File: config.mk
export PLATFORM = sky130hd
export DESIGN_NAME = fpga_lut_fabric
export DESIGN_NICKNAME = d
export VERILOG_FILES = /design/src/rtl/fpga_lut_fabric.sv
export SDC_FILE = /design/constraint.sdc
export NUM_CORES = 1
export LEC_CHECK = 0
export BUFFER_PORTS_ARGS = -buffer_cell sky130_fd_sc_hd__buf_2
export CAP_MARGIN = 20
export CORE_MARGIN = 2
export CORE_UTILIZATION = 45
export CTS_BUF_LIST = sky130_fd_sc_hd__clkbuf_4 sky130_fd_sc_hd__clkbuf_8 sky130_fd_sc_hd__clkbuf_16
export CTS_CLUSTER_SIZE = 24
export DETAILED_ROUTE_END_ITERATION = 6
export PLACE_DENSITY = 0.64
export SKIP_LAST_GASP = 1
export SYNTH_ARGS = -nofsm -noshare
export SYNTH_HDL_FRONTEND = slang
export SYNTH_SLANG_ARGS = --single-unit
File: constraint.sdc
create_clock -name clk -period 53 [get_ports clk]
set_input_delay 7.95 -clock clk [delete_from_list [all_inputs] [get_ports clk]]
set_output_delay 7.95 -clock clk [all_outputs]
set_load 0.02 [all_outputs]
File: src/rtl/fpga_lut_fabric.sv
// rtl/fpga_lut_fabric.sv - 4-input LUT fabric with checksummed byte-stream configuration loader
module fpga_lut_fabric #(
  parameter int NUM_LUTS   = 16,
  parameter int NUM_INPUTS = 4,
  parameter int LUT_K      = 4
) (
  input  logic                  clk,
  input  logic                  rst,
  input  logic                  cfg_valid,
  output logic                  cfg_ready,
  input  logic [7:0]            cfg_data,
  input  logic                  cfg_last,
  output logic                  cfg_done,
  output logic                  cfg_error,
  input  logic [NUM_INPUTS-1:0] fpga_in,
  output logic [NUM_LUTS-1:0]   fpga_out
);

  localparam int SEL_W   = $clog2(NUM_INPUTS);
  localparam int PAYLOAD = 3 * NUM_LUTS;
  localparam int CNT_W   = $clog2(PAYLOAD + 1);
  localparam logic [CNT_W-1:0] CSUM_IDX = CNT_W'(PAYLOAD);
  localparam logic [7:0]       SYNC     = 8'hA5;

  typedef enum logic [1:0] {S_IDLE, S_LOAD, S_CHECK, S_ERROR} state_t;

  state_t           state, state_nxt;
  logic [CNT_W-1:0] counter;
  logic [7:0]       csum;
  logic [7:0]       shadow [PAYLOAD];
  logic [7:0]       active [PAYLOAD];
  logic [NUM_LUTS-1:0] lut_val;
  logic             xfer;

  assign cfg_ready = (state != S_CHECK);
  assign xfer      = cfg_valid && cfg_ready;

  always_ff @(posedge clk or posedge rst) begin
    if (rst) state <= S_IDLE;
    else     state <= state_nxt;
  end

  always_comb begin
    state_nxt = state;
    case (state)
      S_IDLE:  if (xfer && cfg_data == SYNC) state_nxt = S_LOAD;
      S_LOAD: begin
        if (xfer) begin
          if (counter == CSUM_IDX) state_nxt = cfg_last ? S_CHECK : S_ERROR;
          else if (cfg_last)       state_nxt = S_ERROR;
        end
      end
      // The checksum byte is folded into csum, so a good frame leaves zero.
      S_CHECK: state_nxt = (csum == 8'h00) ? S_IDLE : S_ERROR;
      S_ERROR: state_nxt = S_IDLE;
      default: state_nxt = S_IDLE;
    endcase
  end

  always_ff @(posedge clk or posedge rst) begin
    if (rst) begin
      counter   <= '0;
      csum      <= '0;
      cfg_done  <= 1'b0;
      cfg_error <= 1'b0;
      fpga_out  <= '0;
      for (int i = 0; i < PAYLOAD; i++) begin
        shadow[i] <= '0;
        active[i] <= '0;
      end
    end else begin
      fpga_out <= cfg_done ? lut_val : '0;
      case (state)
        S_IDLE: begin
          if (xfer && cfg_data == SYNC) begin
            counter   <= '0;
            csum      <= '0;
            cfg_error <= 1'b0;
          end
        end
        S_LOAD: begin
          if (xfer) begin
            csum <= csum ^ cfg_data;
            if (counter != CSUM_IDX) begin
              shadow[counter] <= cfg_data;
              counter         <= counter + CNT_W'(1);
            end
          end
        end
        S_CHECK: begin
          if (csum == 8'h00) begin
            active   <= shadow;
            cfg_done <= 1'b1;
          end
        end
        S_ERROR: cfg_error <= 1'b1;
        default: ;
      endcase
    end
  end

  // Per LUT: bytes {truth_lo, truth_hi, selects}; each select picks one fabric input.
  for (genvar g = 0; g < NUM_LUTS; g++) begin : g_lut
    logic [2**LUT_K-1:0]   truth;
    logic [LUT_K*SEL_W-1:0] sel;
    logic [LUT_K-1:0]      idx;
    assign truth = {active[3*g+1], active[3*g]};
    assign sel   = active[3*g+2];
    for (genvar k = 0; k < LUT_K; k++) begin : g_in
      assign idx[k] = fpga_in[sel[k*SEL_W +: SEL_W]];
    end
    assign lut_val[g] = truth[idx];
  end

endmodule

After elaboration in Yosys (flattened, before gate mapping)

Cells that the tools add are included.

Register bits after elaboration: 802
Input port bits: 16
Output and inout bits: 19
Word-level logic and storage cells: 391

Add/subtract/negate cells: 1
Magnitude comparators: 82
Eq/ne operators: 11
Muxes and demuxes: 180
Bitwise operators: 2
Reductions and logical operators: 13

Operator list:

| operator              | number |
|---|---|
| $bwmux W384           | 1 |
| $lt A2 B3 Y1 const B  | 64 |
| $bmux W1 S2           | 64 |
| $mux W1               | 82 |
| $lt A4 B5 Y1 const B  | 16 |
| $bmux W1 S4           | 16 |
| $demux W8 S6          | 1 |
| $mux W8               | 3 |
| $mux W6               | 3 |
| $mux W16              | 1 |
| $pmux W8 S2           | 1 |
| $pmux W6 S2           | 1 |
| $mux W2               | 5 |
| $reduce_and A3 Y1     | 3 |
| $eq A8 B8 Y1 const B  | 1 |
| $logic_not A8 Y1      | 1 |
| $ne A2 B2 Y1 const B  | 4 |
| $pmux W2 S4           | 1 |
| $xor A8 B8 Y8         | 1 |
| $ge A7 B7 Y1 const B  | 1 |
| $lt A7 B1 Y1 const B  | 1 |
| $not A6 Y7            | 1 |
| $add A6 B1 Y6 const B | 1 |
| $eq A6 B6 Y1 const B  | 1 |
| other kinds (10)      | 15 |

Longest topological paths before layout

Gate-level depths: netlist of the first run.

Depth after elaboration: 6
Mapped depth: 9
Mapped depth without buffers: 7

Worst setup path before layout of the first run

OpenSTA, ideal clock, no wires.

Path type: input to register
Start point: input port fpga_in[3]
End point: register fpga_out[10]
Setup time: 0.126 ns
Data arrival time: 9.428 ns
Data required time: 52.874 ns
Slack: 43.446 ns
Cell stages on the path: 8
Path buffers: 4
Cell sequence: buf_6 -> buf_6 -> clkbuf_8 -> mux4_2 -> buf_2 -> mux4_2 -> mux2i_1 -> o22ai_1

Longest elaborated chain between the ends: 5
Elaborated cells on any way between the ends: 11
Classes of those cells: 11 x mux

Ends and longest elaborated chain:

| item                              | RTL line | text |
|---|---|---|
| start: declaration                | 15       | `input logic [NUM_INPUTS-1:0] fpga_in,` |
| $bmux W1 S2                       | 110      | `assign idx[k] = fpga_in[sel[k*SEL_W +: SEL_W]];` |
| $mux W1 (implied by the code)     | 110      |  |
| $bmux W1 S4 (*)                   | 112      | `assign lut_val[g] = truth[idx];` |
| $mux W1 (implied by the code) (*) | 112      |  |
| $mux W16 (*)                      | 72       | `fpga_out <= cfg_done ? lut_val : '0;` |
| end signal: assignment            | 72       |  |
| end: declaration                  | 16       | `output logic [NUM_LUTS-1:0] fpga_out` |

Mark *: on every way between the ends. The rest lies on a longest branch, timed or not. The select of a mux whose other input is x is not followed.
A chain may end at the register's enable or synchronous reset.

==> impl_results.rst, run 1 <==
.. list-table::
   :header-rows: 1

   * - Metric
     - Value
   * - Run status
     - completed
   * - H-tree Lvls
     - 3
   * - Top FF cell, synth
     - dfrtp_1
   * - Inst Count DP
     - between 3000 and 4000
   * - Clock input transition at the sequential cells of the worst setup and hold paths
     - 0.06 ns
   * - Worst Slack Setup Final
     - 42.48 ns
   * - Initial antenna violation count
     - 4
   * - Netlist area before placement
     - approximately 0.036 mm²
   * - Number of cells produced by synthesis
     - 2182
   * - Hold buffer count at cts
     - 0
   * - Hold path start
     - shadow[115]$_DFFE_PP0P_
   * - Global-route wire length before repair
     - 120000 µm
   * - Number of buffers created by CTS
     - between 80 and 90
   * - Detailed Route WL
     - about 75000 µm
   * - R2R depth
     - 6
   * - Most common cell in the netlist
     - dfrtp_1
   * - Cell with the largest stage delay on the worst path
     - buf_4
   * - Register bit total from synthesis
     - 802
   * - Post-synthesis net count
     - 2200
   * - Leakage power summed over all cells
     - 20.2 nW
   * - Area overhead of the layout relative to synthesis
     - 10.5%
   * - Most instantiated cells after synthesis
     - dfrtp_1 (802), mux2_2 (419), mux2_4 (349)
   * - Setup violation total in the final timing report
     - 0
   * - Peak supply drop
     - 0.0255 mV
   * - Die area
     - 0.0816 mm²
   * - Clock Latency Late Sink
     - 0.63 ns
   * - Kind of critical path
     - in -> async
   * - Number of search-and-repair iterations in the first detailed-routing pass
     - 5
   * - All-Layer GR Usage
     - 18.8%
   * - Reg2Reg Setup Slack
     - 49.04 ns
   * - Count of cells along the worst hold path
     - 1
   * - Startpoint of the worst register-to-register path
     - csum[5]$_DFFE_PP0P_
   * - CP max stage delay
     - a little under 0.8 ns
   * - Layout cells sized above 1
     - ~50%
   * - Final sum of negative setup slack
     - 0 ns
   * - Count of antenna-violating nets left after detailed routing
     - 0
   * - Final critical-path share of the clock period
     - between 10% and 20%
   * - Post-synth ARST share
     - 100%
   * - Number of warning messages in the yosys log
     - 0
   * - Area of the core region
     - about 0.08 mm²
   * - Final hold violations
     - 0
   * - Final std cells w/o fill
     - 3308
   * - Slew at the pin with the worst max-slew slack
     - 1.19 ns
   * - Gates resized, CTS repair
     - 0
   * - Gr ovfl total
     - 0
   * - Clk_skew
     - 0.0136 ns
   * - Via count of the routed design
     - approximately 18000
   * - Number of clock sinks seen by CTS
     - 802
   * - # port buffers
     - 34
   * - Top-area cell type share of the netlist area
     - 56.2%
   * - Most Frequent Cell on Critical Path
     - buf_4
   * - Hold Crit Class
     - reg -> reg
   * - Data arrival time of the critical path
     - 11.31 ns
   * - Vias in the first global route
     - roughly 20000
   * - Endpoint, Worst Hold
     - active[115]$_DFFE_PP0P_
   * - Die width
     - around 290 µm
   * - Critical Path End Type
     - async pin
   * - Drt via density
     - between 5 and 6
   * - Cell taking the most area after synthesis
     - dfrtp_1
   * - Maximum number of pins on one net before global-route repair
     - 136
   * - Power per unit of standard cell area
     - 36.7 mW/mm²
   * - Buffers inserted during post-CTS setup optimization
     - 0
   * - CTS tree
     - yes
   * - Cell at the root of the clock tree
     - clkbuf_16
   * - Site row count
     - around 100
   * - Required time reported for the critical path endpoint
     - between 50 and 60 ns
   * - WL per Instance
     - roughly 23 µm
   * - Sequence of cells on the critical path
     - buf_2 -> inv_8 -> buf_4 -> buf_4 -> buf_4 -> buf_16
   * - Setup repair after global routing missed its margin
     - false
   * - Hpwl dp
     - 40100 µm
   * - Remaining design rule violation count
     - 0
   * - Number of nets in the finished design
     - 2213
   * - Avg Inst Size Synth
     - 16.4 µm²
   * - Clock buffer depth
     - 3
   * - Number of DRC violations after detailed-routing iteration 0
     - 1128
   * - Minimum clock period after layout
     - 10.52 ns
   * - Maxcap violations
     - 0
   * - Initial cell density of the core
     - between 40 and 50%
   * - Max Clk Rate
     - 95.1 MHz
   * - Final Max Tran Viols
     - 0
   * - Placer's final routability congestion estimate
     - 0.750
   * - Critical register-to-register path endpoint
     - active[209]$_DFFE_PP0P_
   * - Die Ht
     - roughly 290 µm
   * - Sequential share of the synthesized area
     - 56.2%
   * - Critical path launch point type
     - primary input
   * - Synth unique cells
     - between 40 and 50
   * - Diode insertion count for antenna repair
     - 0
   * - Slew margin rel.
     - 20.3%
   * - Maximum fanout along the worst path
     - 135
   * - Number of placed I/O pins
     - 35
   * - Number of enable-type register cells in the synthesized netlist
     - 0
   * - Top area cells in the synthesized netlist
     - dfrtp_1 (56%), mux2_4 (15%), mux2_2 (13%), mux4_2 (5.0%), mux2i_1 (4.0%)
   * - Setup Slack @ Placement
     - 41.32 ns
-- layout by cell type (no fill, tap or decap), types with 3 or more instances in the layout --
master	netlist	final
nand2_1	31	31
mux4_2	80	80
nor2_1	36	36
clkinv_2	0	15
o21ai_0	5	5
inv_6	0	6
nor3_2	5	5
xor2_1	8	8
nand3b_1	20	20
nor3_1	3	3
inv_1	4	3
nand3_1	23	23
mux2_2	419	419
a21oi_1	3	3
xnor2_1	3	3
mux2i_1	144	144
buf_4	10	30
dfrtp_1	802	801
clkbuf_4	0	12
o22ai_1	16	16
nand2_2	25	25
a211oi_1	3	3
mux2_4	349	349
bufinv_16	0	6
clkbuf_16	0	85
nor2_2	19	19
nand4b_1	18	18
clkbuf_8	1	24
or4_1	3	3
buf_16	0	4
buf_2	15	34
-- registers in the layout, summed over array words and instances (netlist names) --
register   count
cfg_done       1
counter        6
csum           8
active       256
g_lut.sel    128
shadow       384
cfg_error      1
fpga_out      16
state          2
-- final cells by class --
cell class | instances | area, µm²
flip-flops and latches | 802 | 20100
clock buffers | 121 | 2550
multi-input cells | 1232 | 14700
clock inverters | 28 | 315
well taps | 1050 | 1310
repair buffers | 69 | 526
inverters | 6 | 30.0
fillers | 6490 | 39300
-- worst max-delay path by stage --
| stage | start | end |
|---|---|---|
| 2_1_floorplan | rst | active[104]$_DFFE_PP0P_ |
| 3_3_place_gp | rst | active[176]$_DFFE_PP0P_ |
| 3_5_place_dp | rst | active[177]$_DFFE_PP0P_ |
| 4_1_cts | rst | shadow[188]$_DFFE_PP0P_ |
| 5_1_grt | rst | active[185]$_DFFE_PP0P_ |
| 6_report | rst | shadow[180]$_DFFE_PP0P_ |
-- routing by layer --
layer | vias to the layer above | global-route usage (%) | routed length (µm) | share of wire (%)
li1 | 7927 | - | - | -
met1 | 9925 | 26.3 | 34700 | 46
met2 | 285 | 30.2 | 35400 | 47
met3 | 135 | 3.45 | 3030 | 4.0
met4 | 4 | 5.43 | 1770 | 2.4
met5 | - | 0 | 25 | 0.033
-- through the flow --
| stage | instance area (µm²) | hold slack (ns) | total power [W] | utilization (%) |
|---|---|---|---|---|
| 2_1_floorplan | 35700 | 0.474 | 0.000809 | - |
| 3_3_place_gp | 36500 | 0.482 | 0.000845 | 46.3 |
| 3_5_place_dp | 36500 | 0.486 | 0.000855 | 46.3 |
| 4_1_cts | 39400 | 0.496 | 0.00146 | 50.0 |
| 5_1_grt | 39500 | 0.510 | 0.00151 | 50.1 |
| 6_report | 39500 | 0.495 | 0.00145 | 50.1 |
-- power by group --
group / internal (W) / switching (W)
sequential: 0.000664 / 0.0000335
combinational: 0.0000645 / 0.0000817
clock: 0.000363 / 0.000243
total: 0.00109 / 0.000358
-- cells by family after synthesis --
family | synth area share, %
multiplexers | 37.0
flip-flops | 56.2
AND/OR/NAND/NOR | 3.20
buffers and inverters | 2.75
AO/OA/AOI/OAI | 0.540
XOR/XNOR | 0.270
adder cells (fa/ha/maj) | 0.0701
-- worst max-delay path, delay by kind of cell --
family   cells  cell delay, ns
buf+inv      6            3.17
Power figures use the tool's default switching activity.
==> inputs of run 2 (changes only) <==
- ABC_AREA: unset -> 1
- clock period: 53 -> 10.9 ns (I/O delays scaled with it)
==> impl_results.rst, run 2 <==
.. list-table::
   :header-rows: 1

   * - Metric
     - Value
   * - Most frequent cells in the layout
     - nand2_1 (858), dfrtp_1 (801), o21ai_0 (358) (was dfrtp_1 (801), mux2_2 (419), mux2_4 (349))
   * - Critical path launch point type
     - flop (was primary input)
   * - Number of DRC violations after detailed-routing iteration 0
     - 2061 (was 1128)
   * - Maximum fanout along the worst path
     - 18 (was 135)
   * - Post-synth ARST share
     - 100% (unchanged)
   * - Net switching power
     - 0.00177 W (was 0.000358 W)
   * - Hold Crit Class
     - reg -> reg (unchanged)
   * - Site row count
     - 101 (was 103)
   * - Number of search-and-repair iterations in the first detailed-routing pass
     - 5 (unchanged)
   * - Maximum number of pins on one net before global-route repair
     - 189 (was 136)
   * - Setup repair after global routing missed its margin
     - false (unchanged)
   * - CTS tree
     - yes (unchanged)
   * - Most common cell after layout, fill and taps aside
     - nand2_1 (was dfrtp_1)
   * - Largest register FFs
     - 384 (unchanged)
   * - Placer's final routability congestion estimate
     - 0.810 (was 0.750)
   * - Max Clk Rate
     - 280 MHz
   * - WL per Instance
     - 17.8 µm (was 22.7 µm)
   * - Hpwl dp
     - 44800 µm (was 40100 µm)
   * - Top FF cell, synth
     - dfrtp_1 (unchanged)
   * - Area of the core region
     - 0.0757 mm² (was 0.0787 mm²)
   * - Peak supply drop
     - 0.102 mV (was 0.0255 mV)
   * - Die width
     - 280 µm (was 286 µm)
   * - Critical Path End Type
     - output port (was async pin)
   * - Overall power after layout
     - 0.00686 W (was 0.00145 W)
   * - Cell Int Power
     - 0.00508 W (was 0.00109 W)
   * - Sequential share of the synthesized area
     - 58.5% (was 56.2%)
   * - Vias in the first global route
     - 23589 (was 20153)
   * - Run status
     - completed (unchanged)
   * - Clk_skew
     - 0.0226 ns (was 0.0136 ns)
   * - Most instantiated cells after synthesis
     - nand2_1 (859), dfrtp_1 (802), o21ai_0 (358) (was dfrtp_1 (802), mux2_2 (419), mux2_4 (349))
   * - Cell at the root of the clock tree
     - clkbuf_16 (unchanged)
   * - Initial antenna violation count
     - 1 (was 4)
   * - Data arrival time of the critical path
     - 1.93 ns (was 11.31 ns)
   * - Required time reported for the critical path endpoint
     - 9.27 ns (was 53.80 ns)
   * - CP startpoint
     - cfg_done$_DFFE_PP0P_ (was rst)
   * - Drt via density
     - 5.34 (was 5.52)
   * - Number of nets in the finished design
     - 3567 (was 2213)
   * - Kind of critical path
     - reg -> out (was in -> async)
   * - Avg Inst Size Synth
     - 9.58 µm² (was 16.4 µm²)
   * - All-Layer GR Usage
     - 21.3% (was 18.8%)
   * - Setup violation total in the final timing report
     - 0 (unchanged)
   * - Minimum clock period after layout
     - roughly 3.6 ns
   * - Number of clock sinks seen by CTS
     - 802 (unchanged)
   * - Synth unique cells
     - 30 (was 45)
   * - Placement Cell Area
     - 0.0352 mm² (was 0.0365 mm²)
   * - Layout cells sized above 1
     - 15.5% (was 49.7%)
   * - Top-area cell type share of the netlist area
     - 58.5% (was 56.2%)
   * - Switching portion of total power
     - 25.8% (was 24.7%)
   * - Detailed Route WL
     - 81900 µm (was 74900 µm)
   * - Met3 WL
     - 4160 µm (was 3030 µm)
   * - Sequence of cells on the critical path
     - buf_2 (was buf_2 -> inv_8 -> buf_4 -> buf_4 -> buf_4 -> buf_16)
   * - Number of warning messages in the yosys log
     - 0 (unchanged)
   * - Gates resized, CTS repair
     - 0 (unchanged)
   * - Fraction of power consumed by the clock network
     - 43.0% (was 41.8%)
   * - Combinational power share
     - 10.4% (was 10.1%)
   * - Number of buffers and inverters on the critical path
     - 1 (was 6)
   * - Number of placed I/O pins
     - 35 (unchanged)
   * - M1 wire length
     - 38900 µm (was 34700 µm)
   * - Number of buffers created by CTS
     - 84 (unchanged)
   * - Die Ht
     - 280 µm (was 286 µm)
   * - Final critical-path share of the clock period
     - 32.7%
   * - Remaining design rule violation count
     - 0 (unchanged)
   * - Slew at the pin with the worst max-slew slack
     - 1.08 ns (was 1.19 ns)
   * - Via count of the routed design
     - 24549 (was 18276)
   * - Startpoint of the worst register-to-register path
     - state[0]$_DFFE_PP0P_ (was csum[5]$_DFFE_PP0P_)
   * - Global-route wire length before repair
     - 133000 µm (was 120000 µm)
   * - Number of cells produced by synthesis
     - 3579 (was 2182)
   * - Count of cells along the worst hold path
     - 2 (was 1)
   * - Final sum of negative setup slack
     - 0 ns (unchanged)
   * - Hold path start
     - shadow[177]$_DFFE_PP0P_ (was shadow[115]$_DFFE_PP0P_)
   * - Hold slack
     - 0.476 ns (was 0.495 ns)
   * - Final Max Tran Viols
     - 0 (unchanged)
   * - Maxcap violations
     - 0 (unchanged)
   * - Family with the most delay on the worst path
     - flip-flops (was buffers and inverters)
   * - H-tree Lvls
     - 3 (unchanged)
   * - Stages on the worst setup path
     - 1 (was 6)
   * - R2R depth
     - 5 (was 6)
   * - Summed area of non-filler cells in the final layout
     - 0.0381 mm² (was 0.0395 mm²)
   * - # port buffers
     - 34 (unchanged)
   * - Post-synthesis net count
     - 3597 (was 2200)
   * - Buffers inserted during post-CTS setup optimization
     - 0 (unchanged)
   * - Register bit total from synthesis
     - 802 (unchanged)
   * - Gr ovfl total
     - 0 (unchanged)
   * - Topmost layer with routed signal wires
     - met4 (was met5)
   * - Initial cell density of the core
     - 45.3% (was 45.4%)
   * - Share of total power in sequential cells
     - 46.7% (was 48.1%)
   * - Netlist area before placement
     - 0.0343 mm² (was 0.0357 mm²)
   * - Cell with the largest stage delay on the worst path
     - dfrtp_2 (was buf_4)
   * - Clock input transition at the sequential cells of the worst setup and hold paths
     - 0.06 ns (about the same)
   * - Power per unit of standard cell area
     - 180 mW/mm² (was 36.7 mW/mm²)
   * - Clock buffer depth
     - 3 (unchanged)
   * - Final hold violations
     - 0 (unchanged)
   * - Most common cell in the netlist
     - nand2_1 (was dfrtp_1)
   * - Leakage power summed over all cells
     - 18.7 nW (was 20.2 nW)
   * - Top area cells in the synthesized netlist
     - dfrtp_1 (59%), nand2_1 (9.4%), mux2_2 (8.4%), o21ai_0 (5.2%), nand3_1 (5.2%) (was dfrtp_1 (56%), mux2_4 (15%), mux2_2 (13%), mux4_2 (5.0%), mux2i_1 (4.0%))
   * - Die area
     - 0.0785 mm² (was 0.0816 mm²)
   * - Count of antenna-violating nets left after detailed routing
     - 0 (unchanged)
   * - Slew margin rel.
     - 27.8% (was 20.3%)
   * - Area overhead of the layout relative to synthesis
     - 11.0% (was 10.5%)
   * - Number of enable-type register cells in the synthesized netlist
     - 0 (unchanged)
   * - Clock Latency Late Sink
     - 0.63 ns (about the same)
   * - Hold buffer count at cts
     - 0 (unchanged)
   * - CP max stage delay
     - 0.98 ns (was 0.78 ns)
   * - Cell taking the most area after synthesis
     - dfrtp_1 (unchanged)
   * - Met2 Routed Length
     - 37200 µm (was 35400 µm)
   * - Register with the most flip-flops
     - shadow (unchanged)
==> run 2: cell types whose count changed after synthesis, moves of 144 or more <==
| cell | change |
|---|---|
| a21oi_1 | +173 |
| inv_1 | +190 |
| mux2_2 | -162 |
| mux2_4 | -349 |
| mux2i_1 | -144 |
| nand2_1 | +828 |
| nand3_1 | +332 |
| nor2_1 | +197 |
| o21ai_0 | +353 |
==> run 2: metrics by stage <==
| stage | worst slack, ns | utilization [%] | std cells |
|---|---|---|---|
| after floorplan | -1.74 | - | 3579 |
| after global placement | 6.81 | 46.5 | 4441 |
| after detailed placement | 6.80 | 46.5 | 4441 |
| after CTS | 7.30 | 50.3 | 4595 |
| after global routing | 7.15 | 50.3 | 4595 |
| final | 7.33 | 50.3 | 4596 |
==> run 2: routing by layer <==
| metal | vias up | track usage (%) |
|---|---|---|
| li1 | 11809 | - |
| met1 | 12112 | 31.1 |
| met2 | 518 | 33.6 |
| met3 | 110 | 2.88 |
| met4 | 0 | 5.53 |
| met5 | - | 0 |
==> run 2: path summary, 6_finish.rpt <==
path / slack (ns) / end
hold / removal: 0.48 / shadow[177]$_DFFE_PP0P_
setup reg to reg: 7.40 / active[107]$_DFFE_PP0P_
setup / recovery: 7.33 / cfg_done
max in group asynchronous: 7.70 / active[71]$_DFFE_PP0P_
min in group asynchronous: 1.07 / shadow[298]$_DFFE_PP0P_
hold reg to reg: 0.48 / shadow[177]$_DFFE_PP0P_
==> run 2: area by class of cell <==
| type | instances | area (µm²) |
|---|---|---|
| Sequential cell | 802 | 20100 |
| Antenna cell | 1 | 2.50 |
| Multi-Input combinational cell | 2403 | 12700 |
| Timing Repair Buffer | 61 | 423 |
| Clock inverter | 20 | 254 |
| Clock buffer | 134 | 2630 |
| Inverter | 197 | 743 |
| Fill cell | 6974 | 37600 |
| Tap cell | 978 | 1220 |
==> run 2: cells by family after synthesis <==
logic type	Yosys count	share of synthesized area [%]
simple gates	1487	18.1
flops	802	58.5
compound gates	645	10.1
buf+inv	374	4.43
mux	257	8.44
xor+xnor	12	0.306
fa+ha+maj	2	0.0729
==> run 2: power groups by stage <==
stage / sequential (W) / clock (W) / combinational, W
after detailed placement: 0.00325 / 0 / 0.000709
after global placement: 0.00325 / 0 / 0.000693
after CTS: 0.00320 / 0.00302 / 0.000713
after floorplan: 0.00323 / 0 / 0.000517
after global routing: 0.00321 / 0.00315 / 0.000811
final: 0.00320 / 0.00295 / 0.000710
==> inputs of run 3 (changes only) <==
- clock period: 10.9 -> 3.31 ns (I/O delays scaled with it)
==> impl_results.rst, run 3 (synthesized netlist as in run 2, its figures left out) <==
.. list-table::
   :header-rows: 1

   * - Metric
     - Value
   * - Run status
     - completed (unchanged)
   * - Register with the most flip-flops
     - shadow (unchanged)
   * - Area overhead of the layout relative to synthesis
     - 13.6% (was 11.0%)
   * - CTS tree
     - yes (unchanged)
   * - Critical path launch point type
     - flop (unchanged)
   * - Final Max Tran Viols
     - 0 (unchanged)
   * - Buffers inserted during post-CTS setup optimization
     - 0 (unchanged)
   * - Most frequent cells in the layout
     - nand2_1 (858), dfrtp_1 (801), o21ai_0 (358) (unchanged)
   * - Share of total power in sequential cells
     - 45.7% (was 46.7%)
   * - Gr ovfl total
     - 0 (unchanged)
   * - Detailed Route WL
     - 82600 µm (was 81900 µm)
   * - Largest register FFs
     - 384 (unchanged)
   * - Cell Int Power
     - 0.0171 W (was 0.00508 W)
   * - Critical Path End Type
     - flop (was output port)
   * - All-Layer GR Usage
     - 21.5% (was 21.3%)
   * - Maximum fanout along the worst path
     - 16 (was 18)
   * - Clk_skew
     - 0.0187 ns (was 0.0226 ns)
   * - # port buffers
     - 34 (unchanged)
   * - Setup violation total in the final timing report
     - 0 (unchanged)
   * - Number of search-and-repair iterations in the first detailed-routing pass
     - 5 (unchanged)
   * - Die width
     - 280 µm (unchanged)
   * - Slew at the pin with the worst max-slew slack
     - 1.01 ns (was 1.08 ns)
   * - Initial cell density of the core
     - 45.3% (unchanged)
   * - Slew margin rel.
     - 32.8% (was 27.8%)
   * - Setup repair after global routing missed its margin
     - false (unchanged)
   * - Number of placed I/O pins
     - 35 (unchanged)
   * - Final sum of negative setup slack
     - 0 ns (unchanged)
   * - Cell at the root of the clock tree
     - clkbuf_16 (unchanged)
   * - Net switching power
     - 0.00592 W (was 0.00177 W)
   * - Required time reported for the critical path endpoint
     - 3.76 ns (was 9.27 ns)
   * - Die area
     - 0.0785 mm² (unchanged)
   * - Global-route wire length before repair
     - 134000 µm (was 133000 µm)
   * - Hpwl dp
     - 49400 µm (was 44800 µm)
   * - Overall power after layout
     - 0.0230 W (was 0.00686 W)
   * - Inst Count DP
     - 4516 (was 4441)
   * - Hold Crit Class
     - in -> reg (was reg -> reg)
   * - Site row count
     - 101 (unchanged)
   * - Number of buffers created by CTS
     - 83 (was 84)
   * - Fraction of power consumed by the clock network
     - 43.8% (was 43.0%)
   * - Via count of the routed design
     - 24807 (was 24549)
   * - Number of nets in the finished design
     - 3642 (was 3567)
   * - Count of antenna-violating nets left after detailed routing
     - 0 (unchanged)
   * - Clock input transition at the sequential cells of the worst setup and hold paths
     - 0.06 ns (about the same)
   * - WL per Instance
     - 17.7 µm (was 17.8 µm)
   * - Layout cells sized above 1
     - 17.2% (was 15.5%)
   * - Number of clock sinks seen by CTS
     - 802 (unchanged)
   * - Leakage power summed over all cells
     - 19.2 nW (was 18.7 nW)
   * - Die Ht
     - 280 µm (unchanged)
   * - Clock Latency Late Sink
     - 0.63 ns (about the same)
   * - Kind of critical path
     - reg -> reg (was reg -> out)
   * - Final critical-path share of the clock period
     - 83.0%
   * - Switching portion of total power
     - 25.7% (was 25.8%)
   * - Power per unit of standard cell area
     - 591 mW/mm² (was 180 mW/mm²)
   * - Clock buffer depth
     - 3 (unchanged)
   * - Final std cells w/o fill
     - 4672 (was 4596)
   * - Data arrival time of the critical path
     - 3.20 ns (was 1.93 ns)
   * - Placer's final routability congestion estimate
     - 0.800 (was 0.810)
   * - Drt via density
     - 5.31 (was 5.34)
   * - Maximum number of pins on one net before global-route repair
     - 103 (was 189)
   * - Number of DRC violations after detailed-routing iteration 0
     - 2320 (was 2061)
   * - Peak supply drop
     - 0.374 mV (was 0.102 mV)
   * - Final hold violations
     - 0 (unchanged)
   * - Combinational power share
     - 10.6% (was 10.4%)
   * - Most common cell after layout, fill and taps aside
     - nand2_1 (unchanged)
   * - Initial antenna violation count
     - 0 (was 1)
   * - Maxcap violations
     - 0 (unchanged)
   * - Max Clk Rate
     - ~360 MHz
   * - Area of the core region
     - 0.0757 mm² (unchanged)
   * - Remaining design rule violation count
     - 0 (unchanged)
   * - H-tree Lvls
     - 3 (unchanged)
   * - Minimum clock period after layout
     - about 2.7 ns
   * - Vias in the first global route
     - 23922 (was 23589)
## run 3: layout make-up
cell class	count	area (µm²)
fillers	6835	36700
flip-flops and latches	802	20100
multi-input cells	2403	12700
clock buffers	115	2500
repair buffers	137	1230
well taps	978	1220
inverters	197	743
clock inverters	39	485
diodes	1	2.50
## run 3: critical path: stages, from the launching register on
cell     delay (ns)
dfrtp_1        0.52
inv_1          0.15
ha_1           0.22
nand3_1        0.23
nand2_1        0.23
nor2_2         0.40
buf_4          0.25
nand2_1        0.31
nand2_1        0.16
o21ai_0        0.10
## run 3: power by group through the flow
| stage | clock [W] | combinational (W) | sequential, W |
|---|---|---|---|
| 2_1_floorplan | 0 | 0.00170 | 0.0106 |
| 3_3_place_gp | 0 | 0.00240 | 0.0107 |
| 3_5_place_dp | 0 | 0.00244 | 0.0107 |
| 4_1_cts | 0.0103 | 0.00245 | 0.0105 |
| 5_1_grt | 0.0107 | 0.00276 | 0.0106 |
| 6_report | 0.0101 | 0.00244 | 0.0105 |
## run 3: metrics by stage
stage	hold slack, ns	cell area [µm²]	worst slack [ns]	utilization [%]
6_report	0.254	39000	0.564	51.5
5_1_grt	0.263	39000	0.310	51.5
4_1_cts	0.222	39000	0.600	51.5
3_5_place_dp	0.466	36000	0.642	47.5
3_3_place_gp	0.461	36000	0.671	47.5
2_1_floorplan	0.449	34300	-8.20	-
## run 3: metal layers
layer | share of wire (%) | up-vias | wire (µm) | track usage [%]
met1 | 48 | 12234 | 39900 | 31.4
met3 | 4.2 | 124 | 3470 | 2.96
met2 | 46 | 470 | 37600 | 33.7
met4 | 1.9 | 0 | 1580 | 5.76
met5 | 0 | - | 0 | 0
li1 | - | 11979 | - | -
## run 3: worst paths after layout
check / from / end / slack (ns) / depth (start not counted)
setup / recovery: counter[1]$_DFFE_PP0P_ / shadow[199]$_DFFE_PP0P_ / 0.56 / 9
setup reg to reg: counter[1]$_DFFE_PP0P_ / shadow[199]$_DFFE_PP0P_ / 0.56 / 9
max in group asynchronous: rst / active[13]$_DFFE_PP0P_ / 1.73 / 5
hold / removal: cfg_data[4] / shadow[204]$_DFFE_PP0P_ / 0.25 / 3
min in group asynchronous: rst / shadow[285]$_DFFE_PP0P_ / 0.46 / 3
hold reg to reg: shadow[89]$_DFFE_PP0P_ / shadow[89]$_DFFE_PP0P_ / 0.48 / 2
## run 3: repair_timing
item,CTS,global route
gates resized for setup,0,0
hold endpoints to repair,17,0
hold buffers,1,0
